`src/rtl/rv_decode_stage.sv`:
```
// rv_decode_stage
// Instruction-decode pipeline stage sitting between fetch and execute.
// Each accepted fetch beat (instruction + PC) is decoded combinationally and
// captured into a two-entry skid buffer, so the execute side sees fully
// decoded fields one cycle after acceptance and in_ready is purely registered.
//
// Ports
//   clk, rst_n      : clock (rising edge) and asynchronous active-low reset
//   flush           : synchronous flush, empties the stage at the next edge
//   in_valid/ready  : fetch-side handshake
//   in_instr, in_pc : raw 32-bit instruction and its XLEN-bit address
//   out_valid/ready : execute-side handshake
//   out_pc          : PC of the decoded instruction
//   out_class       : one-hot [0]OP_IMM [1]OP [2]LOAD [3]STORE [4]BRANCH [5]JAL [6]JALR
//   out_rd/rs1/rs2  : register indices, zeroed where the class does not use them
//   out_funct3/7    : raw funct fields
//   out_imm         : sign-extended immediate in the format implied by the class
//   out_illegal     : unknown opcode, non-32-bit encoding or register out of range
module rv_decode_stage #(
    parameter int XLEN              = 32,
    parameter int REGISTER_COUNT    = 32,
    parameter int INSTRUCTION_WIDTH = 32
) (
    input  logic                         clk,
    input  logic                         rst_n,
    input  logic                         flush,
    input  logic                         in_valid,
    output logic                         in_ready,
    input  logic [INSTRUCTION_WIDTH-1:0] in_instr,
    input  logic [XLEN-1:0]              in_pc,
    output logic                         out_valid,
    input  logic                         out_ready,
    output logic [XLEN-1:0]              out_pc,
    output logic [6:0]                   out_class,
    output logic [4:0]                   out_rd,
    output logic [4:0]                   out_rs1,
    output logic [4:0]                   out_rs2,
    output logic [2:0]                   out_funct3,
    output logic [6:0]                   out_funct7,
    output logic [XLEN-1:0]              out_imm,
    output logic                         out_illegal
);

    localparam logic [6:0] OPC_OP_IMM = 7'b0010011;
    localparam logic [6:0] OPC_OP     = 7'b0110011;
    localparam logic [6:0] OPC_LOAD   = 7'b0000011;
    localparam logic [6:0] OPC_STORE  = 7'b0100011;
    localparam logic [6:0] OPC_BRANCH = 7'b1100011;
    localparam logic [6:0] OPC_JAL    = 7'b1101111;
    localparam logic [6:0] OPC_JALR   = 7'b1100111;

    typedef struct packed {
        logic [XLEN-1:0] pc;
        logic [6:0]      cls;
        logic [4:0]      rd;
        logic [4:0]      rs1;
        logic [4:0]      rs2;
        logic [2:0]      funct3;
        logic [6:0]      funct7;
        logic [XLEN-1:0] imm;
        logic            illegal;
    } beat_t;

    typedef enum logic [1:0] {
        ST_EMPTY,
        ST_ONE,
        ST_FULL
    } state_t;

    logic [6:0]      w_known;
    logic [4:0]      w_rd;
    logic [4:0]      w_rs1;
    logic [4:0]      w_rs2;
    logic            w_uses_rd;
    logic            w_uses_rs1;
    logic            w_uses_rs2;
    logic            w_rd_bad;
    logic            w_rs1_bad;
    logic            w_rs2_bad;
    logic            w_illegal;
    logic [XLEN-1:0] w_imm_i;
    logic [XLEN-1:0] w_imm_s;
    logic [XLEN-1:0] w_imm_b;
    logic [XLEN-1:0] w_imm_j;
    beat_t           w_dec;

    state_t          r_state;
    state_t          w_next_state;
    logic            r_in_ready;
    beat_t           r_main;
    beat_t           r_skid;
    logic            w_accept;
    logic            w_load_main;
    logic            w_main_from_skid;
    logic            w_load_skid;

    assign w_rd  = in_instr[11:7];
    assign w_rs1 = in_instr[19:15];
    assign w_rs2 = in_instr[24:20];

    assign w_imm_i = {{(XLEN-12){in_instr[31]}}, in_instr[31:20]};
    assign w_imm_s = {{(XLEN-12){in_instr[31]}}, in_instr[31:25], in_instr[11:7]};
    assign w_imm_b = {{(XLEN-13){in_instr[31]}}, in_instr[31], in_instr[7],
                      in_instr[30:25], in_instr[11:8], 1'b0};
    assign w_imm_j = {{(XLEN-21){in_instr[31]}}, in_instr[31], in_instr[19:12],
                      in_instr[20], in_instr[30:21], 1'b0};

    // Opcode to candidate class, before any legality checks.
    always_comb begin
        w_known = 7'b0;
        case (in_instr[6:0])
            OPC_OP_IMM: w_known = 7'b0000001;
            OPC_OP:     w_known = 7'b0000010;
            OPC_LOAD:   w_known = 7'b0000100;
            OPC_STORE:  w_known = 7'b0001000;
            OPC_BRANCH: w_known = 7'b0010000;
            OPC_JAL:    w_known = 7'b0100000;
            OPC_JALR:   w_known = 7'b1000000;
            default:    w_known = 7'b0;
        endcase
    end

    // Only the register fields the class actually reads or writes are range checked.
    assign w_uses_rd  = |(w_known & 7'b1100111);
    assign w_uses_rs1 = |(w_known & 7'b1011111);
    assign w_uses_rs2 = |(w_known & 7'b0011010);

    assign w_rd_bad  = ({27'd0, w_rd}  >= 32'(REGISTER_COUNT));
    assign w_rs1_bad = ({27'd0, w_rs1} >= 32'(REGISTER_COUNT));
    assign w_rs2_bad = ({27'd0, w_rs2} >= 32'(REGISTER_COUNT));

    assign w_illegal = (in_instr[1:0] != 2'b11) || (w_known == 7'b0)
                     || (w_uses_rd && w_rd_bad) || (w_uses_rs1 && w_rs1_bad)
                     || (w_uses_rs2 && w_rs2_bad);

    // Illegal beats keep the raw register fields and an I-format immediate so
    // the trap handler downstream can still inspect the encoding.
    always_comb begin
        w_dec        = '0;
        w_dec.pc     = in_pc;
        w_dec.funct3 = in_instr[14:12];
        w_dec.funct7 = in_instr[31:25];
        if (w_illegal) begin
            w_dec.illegal = 1'b1;
            w_dec.rd      = w_rd;
            w_dec.rs1     = w_rs1;
            w_dec.rs2     = w_rs2;
            w_dec.imm     = w_imm_i;
        end else begin
            w_dec.cls = w_known;
            w_dec.rd  = w_uses_rd  ? w_rd  : 5'd0;
            w_dec.rs1 = w_uses_rs1 ? w_rs1 : 5'd0;
            w_dec.rs2 = w_uses_rs2 ? w_rs2 : 5'd0;
            if (w_known[3]) begin
                w_dec.imm = w_imm_s;
            end else if (w_known[4]) begin
                w_dec.imm = w_imm_b;
            end else if (w_known[5]) begin
                w_dec.imm = w_imm_j;
            end else if (w_known[1]) begin
                w_dec.imm = '0;
            end else begin
                w_dec.imm = w_imm_i;
            end
        end
    end

    assign w_accept = in_valid && r_in_ready;

    // Skid control: M holds the beat presented downstream, S catches the beat
    // accepted during a stall. Flush wins over every handshake on the same edge.
    always_comb begin
        w_next_state     = r_state;
        w_load_main      = 1'b0;
        w_main_from_skid = 1'b0;
        w_load_skid      = 1'b0;
        if (flush) begin
            w_next_state = ST_EMPTY;
        end else begin
            case (r_state)
                ST_EMPTY: begin
                    if (w_accept) begin
                        w_load_main  = 1'b1;
                        w_next_state = ST_ONE;
                    end
                end
                ST_ONE: begin
                    if (w_accept && out_ready) begin
                        w_load_main = 1'b1;
                    end else if (w_accept) begin
                        w_load_skid  = 1'b1;
                        w_next_state = ST_FULL;
                    end else if (out_ready) begin
                        w_next_state = ST_EMPTY;
                    end
                end
                ST_FULL: begin
                    if (out_ready) begin
                        w_load_main      = 1'b1;
                        w_main_from_skid = 1'b1;
                        w_next_state     = ST_ONE;
                    end
                end
                default: w_next_state = ST_EMPTY;
            endcase
        end
    end

    // in_ready is registered from the next state, which is what keeps it free
    // of any combinational path from out_ready.
    always_ff @(posedge clk or negedge rst_n) begin
        if (!rst_n) begin
            r_state    <= ST_EMPTY;
            r_in_ready <= 1'b0;
            r_main     <= '0;
            r_skid     <= '0;
        end else begin
            r_state    <= w_next_state;
            r_in_ready <= (w_next_state != ST_FULL);
            if (w_load_main) begin
                r_main <= w_main_from_skid ? r_skid : w_dec;
            end
            if (w_load_skid) begin
                r_skid <= w_dec;
            end
        end
    end

    assign in_ready    = r_in_ready;
    assign out_valid   = (r_state != ST_EMPTY);
    assign out_pc      = r_main.pc;
    assign out_class   = r_main.cls;
    assign out_rd      = r_main.rd;
    assign out_rs1     = r_main.rs1;
    assign out_rs2     = r_main.rs2;
    assign out_funct3  = r_main.funct3;
    assign out_funct7  = r_main.funct7;
    assign out_imm     = r_main.imm;
    assign out_illegal = r_main.illegal;

endmodule

```
`config.mk`:
```
export PLATFORM = sky130hd
export DESIGN_NAME = rv_decode_stage
export DESIGN_NICKNAME = d
export VERILOG_FILES = /design/src/rtl/rv_decode_stage.sv
export SDC_FILE = /design/constraint.sdc
export NUM_CORES = 1
export LEC_CHECK = 0
export ABC_AREA = 1
export BUFFER_PORTS_ARGS = -buffer_cell sky130_fd_sc_hd__buf_2
export CAP_MARGIN = 0
export CORE_ASPECT_RATIO = 1.5
export CORE_MARGIN = 3
export CORE_UTILIZATION = 50
export CTS_BUF_LIST = sky130_fd_sc_hd__clkbuf_16
export CTS_CLUSTER_DIAMETER = 120
export DETAILED_ROUTE_END_ITERATION = 10
export PLACE_DENSITY_LB_ADDON = 0.15
export SYNTH_ARGS = -nofsm -noshare
export SYNTH_HDL_FRONTEND = slang
export SYNTH_SLANG_ARGS = --single-unit
```
`constraint.sdc`:
```
create_clock -name clk -period 4.43 [get_ports clk]
set_clock_uncertainty 0.05 [all_clocks]
set_input_delay 0.6645 -clock clk [delete_from_list [all_inputs] [get_ports clk]]
set_output_delay 0.6645 -clock clk [all_outputs]
set_load 0.01 [all_outputs]
```
==> flow_summary.ini <==
[synth]
synth_adder_area_share_pct = 0
synthCells = 959
syn_area_mm2 = 0.00776
yosys.cell_types.count = 23
synth_top_family_by_area = simple AND/OR/NAND/NOR gates
syn_area_per_cell_um2 = 8.10
synthSimpleGateAreaFrac_pct = 27.9
muxShareOfSynthArea_pct = 0
yosysSeqAreaShare_pct = 56.4
ys_warn_count = 0
synth_nets = 1028
ys_ff_latch = 175
synthXorXnorAreaFrac_pct = 0
synth-compound-area-share_pct = 10.1

[worst_setup_path]
crit_fanout = 54
cp_cell_sequence = nor2_1, nand2_4, inv_2, buf_4, a21oi_1, a21oi_1
crit_type = flop to flop
startpoint_type = flop
critPathCaptureType = flop
critPathArrivalTime_ps = 2840
critical-path-slowest-cell = buf_4
worstPathRequired_ps = 4720
critPathMaxStageDelay_ps = 590
crit_top_cell = a21oi_1

[clock_tree]
numCtsBuffers = 17
clkSinkCount = 175
cts-root-buf = clkbuf_16
cts_setup_buffers = 0
cts_tree = yes
cts_hold_buf = 0
clkTransAtPathRegs_ps = 70
clk_latency_ps = 420
ctsLongestPathBuffers = 2
cts_htree_levels = 4
cts_resized = 0

[die]
dieArea_mm2 = 0.0171
rows = 55
die_h_um = 159
die_w_um = 108
pin_count = 168
initial_utilization_pct = 51.3
coreArea_mm2 = 0.0151

[route]
antenna_left = 0
vias_per_cell = 5.14
drc = 0
drt_iter0_markers = 369
wl_per_cell_um = 15.0
wl_um = 19500
first_pass_iters = 5
vias = 6669

[timing]
fin_crit_sh_pct = 57.5
setup_viol = 0
drv_slew = 0
final_hold_viol_count = 0
worst_pin_slew_ps = 843
rsz0062_at_grt = false
fin_tns_setup_ps = 0
finalCriticalPeriod_ps = 2550
max_slew_margin_pct = 43.8
timing.fmax_mhz = 393

[global_routing]
grt_antenna_before_repair = 0
grt_pass1_wl_um = 31600
grt-ovfl-total = 0
grt_max_degree = 91
grt_pass1_vias = 6266
grt_usage_pct = 23.3

[placement]
hpwl_um = 12600
postPlaceCellArea_mm2 = 0.00860
gp_routability_congestion = 0.828
port_buffers = 167

[worst_hold_path]
hold_class = primary input to asynchronous set/reset pin

[final_layout]
nNetsFinal = 1156
final_common_cell = nand2_1
final_layout_size_suffix_gt1_share_pct = 20.2
final_cell_mix = 381 x nand2_1, 175 x dfrtp_1, 166 x buf_2
n_antenna_cell = 0
syn_to_final_growth_pct = 18.4
post-route-util_pct = 60.7
final_cell_area_mm2 = 0.00919

[power_and_ir_drop]
total_power_w = 0.00442
ir_drop_mv = 0.265
power.leakage_nw = 4.86
powerDensity_mw_per_mm2 = 481

[status]
status = completed

[run]
drv_cap = 0
-- flip-flops by register name, summed over array words and instances, names as in the netlist --
signal,count
out_rs2,5
out_funct3,3
r_skid,86
out_pc,32
out_rd,5
r_state,2
out_imm,21
in_ready,1
out_class,7
out_rs1,5
out_funct7,7
out_illegal,1
-- power breakdown --
part           leakage (nW)  switching [W]  total [W]  internal [W]
Sequential             2.13       0.000190    0.00213       0.00194
Combinational          2.43       0.000455   0.000770      0.000315
Clock                 0.292       0.000633    0.00152      0.000886
-- worst max-delay path, delay by kind of cell, from the launching register on --
| kind | cells | cell delay, ps |
|---|---|---|
| compound gates | 2 | 310 |
| flops | 1 | 410 |
| simple gates | 2 | 600 |
| buf+inv | 2 | 1030 |
-- cells by family after synthesis --
family	count (synthesis)
AOI/OAI and AO/OA	144
and+or+nand+nor	548
DFF	175
buffers and inverters	92
-- per-stage QoR --
step,cells,hold WS [ps],setup slack [ps]
after CTS,1298,302,1890
final,1298,271,1880
after detailed placement,1267,408,1540
after global placement,1267,403,1590
after global routing,1298,323,1680
after floorplan,959,319,2710
-- layer usage --
metal  wire length (um)  GRT usage, %  vias to the layer above
li1                   -             -                     3327
met1               8240          30.8                     3124
met2               9770          38.6                      187
met3               1000          4.14                       31
met4                495          8.66                        0
met5                  0             0                        -
-- cells in the mapped netlist, drive strengths merged --
cell type | n | area (um^2)
nor2 | 106 | 415
a31oi | 42 | 263
clkbuf | 16 | 60.1
o21ai | 54 | 270
o31ai | 1 | 7.51
nand4 | 3 | 18.8
dfrtp | 175 | 4380
o211ai | 2 | 15.0
nor3 | 2 | 15.0
nand2 | 386 | 1460
a21oi | 45 | 225
nand3 | 51 | 260
buf | 52 | 289
inv | 24 | 90.1
-- layout make-up --
class,instances,area (um^2)
fill,1410,5950
sequential,175,4380
multi-input combinational,692,2960
timing repair buffer,177,917
clock buffer,17,425
tap,199,249
clock inverter,14,166
inverter,24,92.6
-- worst paths after layout --
kind	from	to	slack, ps	cells past startpoint
setup / recovery	r_state[0]$_DFF_PN0_	out_rs1[0]$_DFFE_PN0P_	1880	6
hold / removal	rst_n	r_skid[71]$_DFFE_PN0P_	270	1
setup reg to reg	r_state[0]$_DFF_PN0_	out_rs1[0]$_DFFE_PN0P_	1880	6
hold reg to reg	r_skid[34]$_DFFE_PN0P_	r_skid[34]$_DFFE_PN0P_	420	2
max in group asynchronous	rst_n	out_pc[26]$_DFFE_PN0P_	2990	2
min in group clk	in_pc[6]	r_skid[71]$_DFFE_PN0P_	410	3
Power figures use the tool's default switching activity.
